File: src/rtl/sand_sched.sv
// sand_sched: bottom-up read-modify-write scheduler for one falling-sand frame pass.
// Define SAND_SCHED_SKIP_EN to suppress write-back of words the datapath left unchanged.
module sand_sched #(
    parameter int WORDS_PER_ROW = 40,
    parameter int ROWS          = 480,
    parameter int SPOUT_COL     = 20
) (
    input  logic        clk,
    input  logic        reset_n,
    input  logic        frame_start,
    input  logic        hold,
    input  logic        spout_en,
    output logic [18:0] mem_addr,
    output logic        mem_rd,
    output logic        mem_wr,
    output logic [31:0] mem_wdata,
    input  logic [31:0] mem_rdata,
    output logic [31:0] upd_region,
    output logic [31:0] upd_floor,
    output logic        upd_screenbegin,
    output logic        upd_screenend,
    output logic        upd_screenbottom,
    output logic        upd_spout,
    input  logic [31:0] upd_new_region,
    input  logic [31:0] upd_new_floor,
    output logic        busy,
    output logic        done,
    output logic        overrun
);

    localparam int RW = (ROWS > 2) ? $clog2(ROWS) : 1;
    localparam int CW = (WORDS_PER_ROW > 1) ? $clog2(WORDS_PER_ROW) : 1;

    typedef enum logic [2:0] {
        IDLE, RD_REG, RD_FLR, CAP_FLR, CALC, WR_FLR, WR_REG, NEXT
    } state_t;

    state_t        state_q;
    logic [RW-1:0] row_q, row_d;
    logic [CW-1:0] col_q, col_d;
    logic          spout_q, spout_d;
    logic [31:0]   region_q, floor_q, new_region_q, wdata_q;
    logic [18:0]   addr_q;
    logic          rd_q, wr_q, busy_q, done_q, overrun_q;
    logic          begin_q, end_q, bottom_q, spflag_q;
    logic          last_col, last_word, start, adv, go;
    logic          flr_wr, reg_wr;

    function automatic logic [18:0] addr_of(input logic [RW-1:0] r, input logic [CW-1:0] c);
        return 19'(r) * 19'(WORDS_PER_ROW) + 19'(c);
    endfunction

`ifdef SAND_SCHED_SKIP_EN
    assign flr_wr = upd_new_floor != floor_q;
    assign reg_wr = new_region_q != region_q;
`else
    assign flr_wr = 1'b1;
    assign reg_wr = 1'b1;
`endif

    // Word boundary: WR_REG with hold low advances directly, otherwise NEXT waits.
    always_comb begin
        last_col  = col_q == CW'(WORDS_PER_ROW - 1);
        last_word = last_col && (row_q == '0);
        start     = (state_q == IDLE) && frame_start && !done_q;
        adv       = ((state_q == WR_REG) || (state_q == NEXT)) && !hold;
        go        = start || (adv && !last_word);
        if (start) begin
            row_d   = RW'(ROWS - 2);
            col_d   = '0;
            spout_d = spout_en;
        end else begin
            row_d   = last_col ? row_q - RW'(1) : row_q;
            col_d   = last_col ? '0 : col_q + CW'(1);
            spout_d = spout_q;
        end
    end

    always_ff @(posedge clk or negedge reset_n) begin
        if (!reset_n) begin
            state_q      <= IDLE;
            row_q        <= '0;
            col_q        <= '0;
            spout_q      <= 1'b0;
            region_q     <= '0;
            floor_q      <= '0;
            new_region_q <= '0;
            wdata_q      <= '0;
            addr_q       <= '0;
            rd_q         <= 1'b0;
            wr_q         <= 1'b0;
            busy_q       <= 1'b0;
            done_q       <= 1'b0;
            overrun_q    <= 1'b0;
            begin_q      <= 1'b0;
            end_q        <= 1'b0;
            bottom_q     <= 1'b0;
            spflag_q     <= 1'b0;
        end else begin
            rd_q   <= 1'b0;
            wr_q   <= 1'b0;
            done_q <= 1'b0;
            if (frame_start && busy_q)
                overrun_q <= 1'b1;
            unique case (state_q)
                IDLE: busy_q <= 1'b0;
                RD_REG: begin
                    state_q <= RD_FLR;
                    rd_q    <= 1'b1;
                    addr_q  <= addr_of(row_q + RW'(1), col_q);
                end
                RD_FLR: begin
                    state_q  <= CAP_FLR;
                    region_q <= mem_rdata;
                end
                CAP_FLR: begin
                    state_q <= CALC;
                    floor_q <= mem_rdata;
                end
                CALC: begin
                    state_q      <= WR_FLR;
                    new_region_q <= upd_new_region;
                    wdata_q      <= upd_new_floor;
                    wr_q         <= flr_wr;
                    addr_q       <= addr_of(row_q + RW'(1), col_q);
                end
                WR_FLR: begin
                    state_q <= WR_REG;
                    wdata_q <= new_region_q;
                    wr_q    <= reg_wr;
                    addr_q  <= addr_of(row_q, col_q);
                end
                WR_REG, NEXT: begin
                    if (hold) begin
                        state_q <= NEXT;
                    end else if (last_word) begin
                        state_q <= IDLE;
                        done_q  <= 1'b1;
                        busy_q  <= 1'b0;
                    end
                end
            endcase
            if (go) begin
                state_q  <= RD_REG;
                busy_q   <= 1'b1;
                row_q    <= row_d;
                col_q    <= col_d;
                spout_q  <= spout_d;
                rd_q     <= 1'b1;
                addr_q   <= addr_of(row_d, col_d);
                begin_q  <= col_d == '0;
                end_q    <= col_d == CW'(WORDS_PER_ROW - 1);
                bottom_q <= row_d == RW'(ROWS - 2);
                spflag_q <= spout_d && (row_d == '0) && (col_d == CW'(SPOUT_COL));
            end
        end
    end

    assign mem_addr         = addr_q;
    assign mem_rd           = rd_q;
    assign mem_wr           = wr_q;
    assign mem_wdata        = wdata_q;
    assign upd_region       = region_q;
    assign upd_floor        = floor_q;
    assign upd_screenbegin  = begin_q;
    assign upd_screenend    = end_q;
    assign upd_screenbottom = bottom_q;
    assign upd_spout        = spflag_q;
    assign busy             = busy_q;
    assign done             = done_q;
    assign overrun          = overrun_q;

endmodule
File: config.mk
export PLATFORM = sky130hd
export DESIGN_NAME = sand_sched
export DESIGN_NICKNAME = d
export VERILOG_FILES = /design/src/rtl/sand_sched.sv
export SDC_FILE = /design/constraint.sdc
export NUM_CORES = 1
export LEC_CHECK = 0
export ABC_AREA = 1
export BUFFER_PORTS_ARGS = -buffer_cell sky130_fd_sc_hd__buf_2
export CAP_MARGIN = 20
export CORE_ASPECT_RATIO = 0.6
export CORE_MARGIN = 1
export CORE_UTILIZATION = 32
export DETAILED_ROUTE_END_ITERATION = 8
export PLACE_DENSITY_LB_ADDON = 0.2
export SKIP_LAST_GASP = 1
export SYNTH_ARGS = -nofsm -noshare
export SYNTH_HDL_FRONTEND = slang
export SYNTH_SLANG_ARGS = --single-unit
File: constraint.sdc
create_clock -name clk -period 10.1 [get_ports clk]
set_input_delay 1.515 -clock clk [delete_from_list [all_inputs] [get_ports clk]]
set_output_delay 1.515 -clock clk [all_outputs]
set_load 0.02 [all_outputs]
==> results.py <==
metrics = {
    "status": {
        "status": "finished, final reports clean",
    },
    "global_route": {
        "grt_pass1_vias": 8023,
        "use_met2_pct": 25.3,
        "grt_use_total_pct": 18.6,
        "grtUsageMet1_pct": 27.9,
        "met3_usage_pct": 6.53,
        "antenna_found_initial": 2,
        "overflow": 0,
        "grt_pass1_wl_um": 43300,
        "grt.busiest_layer": "met1",
        "grt_start_max_net_pins": 66,
    },
    "setup_path": {
        "cp_max_fo": 13,
        "arrival_ns": 5.38,
        "required_ns": 10.44,
        "path_class": "in2reg",
        "end_kind": "flip-flop",
        "startpoint_type": "input pin",
    },
    "synthesis": {
        "yosysSeqAreaShare_pct": 46.4,
        "ys.warnings.count": 0,
        "synth_area_um2": 9280,
        "synthTopCellsByArea": "dfrtp_1, nand2_1, ha_1, o21ai_0, inv_1",
        "synthCells": 1195,
        "synth_compound_area_share_pct": 9.04,
        "synth_top_area_share_pct": 46.4,
        "synth_cell_type_count": 40,
        "synth_seq_cells": 172,
        "synth_top_family_by_area": "simple AND/OR/NAND/NOR gates",
        "synth-main-ff-cell": "dfrtp_1",
        "synthAdderAreaFrac_pct": 7.82,
        "synthXorXnorAreaFrac_pct": 1.60,
        "synth_top_cell_by_area": "dfrtp_1",
        "synthArstFlopShare_pct": 100,
        "synth_edf_count": 0,
        "synth.avg_cell_area_um2": 7.77,
        "synth_simple_gate_area_share_pct": 27.6,
        "muxShareOfSynthArea_pct": 0,
    },
    "cts": {
        "htree_levels": 4,
        "post_cts_buffers": 0,
        "clock-sinks": 172,
        "tritoncts": "yes",
        "clock_path_buffers": 2,
        "cts_resized": 0,
        "ctsHoldBuffers": 0,
        "cts_buffers": 17,
        "root_buffer": "clkbuf_16",
        "insertion_delay_ns": 0.45,
        "clkTransAtPathRegs_ns": 0.07,
    },
    "die": {
        "die_area_um2": 29700,
        "io_pins": 225,
        "start_util_pct": 33.1,
        "placementRows": 47,
        "die_y_um": 134,
        "fp.dieW_um": 222,
        "core_um2": 28100,
    },
    "detailed_routing": {
        "drcViolationCount": 0,
        "wl_per_cell_um": 15.0,
        "routed_wl_um": 26700,
        "drtPass1Iterations": 4,
        "vias": 8345,
        "vias_per_cell": 4.69,
        "drt-initial-drc-count": 496,
        "antenna_left": 0,
    },
    "cells_and_area": {
        "multi_input_area_um2": 4310,
        "nets": 1556,
        "regArea_um2": 4300,
        "fin_cells": 1781,
        "area_growth_pct": 22.6,
        "nFillCells": 2916,
        "layout-drive-gt1-share_pct": 20.1,
    },
    "timing": {
        "worst_pin_slew_ns": 1.00,
        "period_minus_slack_ns": 5.03,
        "slew_viol_final": 0,
        "relSlewSlack_pct": 33.0,
        "rsz0062_at_grt": "false",
        "finalClockSkew_ns": 0.00819,
        "fmax_mhz": 199,
        "period_share_pct": 49.8,
        "setup_viol": 0,
        "hold_viol_final": 0,
        "hold_slack_ns": 0.449,
        "fin_tns_setup_ns": 0,
    },
    "power": {
        "leakage_nw": 6.24,
        "total_power_w": 0.00405,
        "power.share.switching_pct": 47.8,
        "powerDensity_nw_per_um2": 356,
        "netSwitchingPower_w": 0.00194,
        "p_int_w": 0.00211,
        "ir_worst_vdd_mv": 0.153,
        "comb_power_share_pct": 52.2,
        "p_seq_share_pct": 30.3,
        "clockPowerShare_pct": 17.5,
    },
    "job": {
        "drv_cap": 0,
    },
    "worst_hold_path": {
        "holdCritPathClass": "reg2reg",
    },
    "place": {
        "io_buffers": 221,
        "gp_congestion": 0.851,
        "dp_cells": 1747,
        "dpl.hpwl_um": 19700,
    },
}
## path summary, 6_finish.rpt
path | startpoint | to | slack (ns) | cells after the start
setup / recovery | frame_start | mem_addr[14]$_DFFE_PN0P_ | 5.07 | 21
hold / removal | overrun$_DFFE_PN0P_ | overrun$_DFFE_PN0P_ | 0.45 | 1
setup reg to reg | state_q[0]$_DFFE_PN0P_ | mem_addr[14]$_DFFE_PN0P_ | 5.62 | 19
hold reg to reg | overrun$_DFFE_PN0P_ | overrun$_DFFE_PN0P_ | 0.45 | 1
max in group asynchronous | reset_n | upd_floor[21]$_DFFE_PN0P_ | 7.87 | 2
min in group asynchronous | reset_n | new_region_q[4]$_DFFE_PN0P_ | 1.03 | 1
## cell type report
cell class,instances,share of cell area [%]
sequential,172,37.8
multi-input combinational,848,37.8
timing repair buffer,228,10.3
tap,367,4.03
inverter,133,4.40
clock inverter,11,1.34
clock buffer,21,4.22
antenna,1,0.0220
## worst max-delay path, cell delays in order
cell	delay (ns)
buf_2	0.11
inv_1	0.05
nor2_1	0.05
nand3_1	0.42
inv_2	0.20
nor3_1	0.42
inv_1	0.17
ha_1	0.33
ha_1	0.24
fa_1	0.58
nand4_1	0.11
o21ai_0	0.29
nand2_1	0.15
nor2_1	0.15
nand3_1	0.15
nor2_1	0.15
nand3_1	0.09
nand2_1	0.07
nand2_1	0.05
nand2_1	0.05
nand2_1	0.04
## cells by family after synthesis
group,count (synthesis)
simple gates,619
xor+xnor,17
buf+inv,177
flops,172
other cells,1
compound gates,154
fa+ha+maj,55
## sequential cells by signal, indices dropped and copies added (netlist names)
name	cells
busy	1
col_q	6
done	1
mem_addr	16
mem_rd	1
mem_wdata	32
mem_wr	1
new_region_q	32
overrun	1
row_q	9
spout_q	1
state_q	3
upd_floor	32
upd_region	32
upd_screenbegin	1
upd_screenbottom	1
upd_screenend	1
upd_spout	1
## synthesized netlist by cell type, types with 2 or more instances
cell type	number
nand2_1	414
dfrtp_1	172
inv_1	126
o21ai_0	105
nand3_1	82
nor2_1	78
ha_1	50
clkbuf_1	29
nand4_1	18
xor2_1	16
o22ai_1	14
a21oi_1	13
buf_2	8
nor3_1	8
a31oi_1	7
o211ai_1	6
fa_1	5
inv_2	5
nand3b_1	5
or2_2	4
buf_1	3
buf_4	3
nand3_2	3
nor2_2	3
o21a_1	2
o21ai_1	2
## layer usage
metal | vias to the layer above | wire [um] | part of all wire [%]
li1 | 4248 | - | -
met1 | 3889 | 13800 | 52
met2 | 188 | 10700 | 40
met3 | 18 | 2010 | 7.5
met4 | 2 | 182 | 0.68
met5 | - | 13 | 0.049
## metrics by stage
step / area, um2 / util, % / setup WS [ns]
2_1_floorplan: 9290 / - / 5.63
3_3_place_gp: 10700 / 38.2 / 4.78
3_5_place_dp: 10700 / 38.2 / 4.63
4_1_cts: 11400 / 40.5 / 5.10
5_1_grt: 11400 / 40.6 / 4.59
6_report: 11400 / 40.6 / 5.07
## placed cells by master (no fill, tap or decap), types with 3 or more instances in the layout
cell type / netlist / layout
nor2_2: 3 / 3
dfrtp_1: 172 / 172
nor3_1: 8 / 8
o21ai_0: 105 / 105
nand3b_1: 5 / 5
nor2_1: 78 / 77
clkinv_4: 0 / 3
or2_2: 4 / 4
buf_2: 8 / 220
inv_2: 5 / 5
nand2_1: 414 / 413
clkbuf_16: 0 / 17
buf_4: 3 / 6
o22ai_1: 14 / 14
o211ai_1: 6 / 6
fa_1: 5 / 5
conb_1: 1 / 3
inv_1: 126 / 126
a31oi_1: 7 / 7
nand3_1: 82 / 81
xor2_1: 16 / 16
ha_1: 50 / 50
nand4_1: 18 / 18
nand3_2: 3 / 4
inv_8: 0 / 3
clkbuf_8: 0 / 4
a21oi_1: 13 / 13
## power by group through the flow
stage | Combinational, W | Clock [W] | Sequential (W)
4_1_cts | 0.00213 | 0.000724 | 0.00123
3_5_place_dp | 0.00212 | 0 | 0.00123
3_3_place_gp | 0.00209 | 0 | 0.00123
2_1_floorplan | 0.00123 | 0 | 0.00147
5_1_grt | 0.00241 | 0.000753 | 0.00127
6_report | 0.00211 | 0.000708 | 0.00123
No activity file was read; power rests on OpenSTA's default activity.
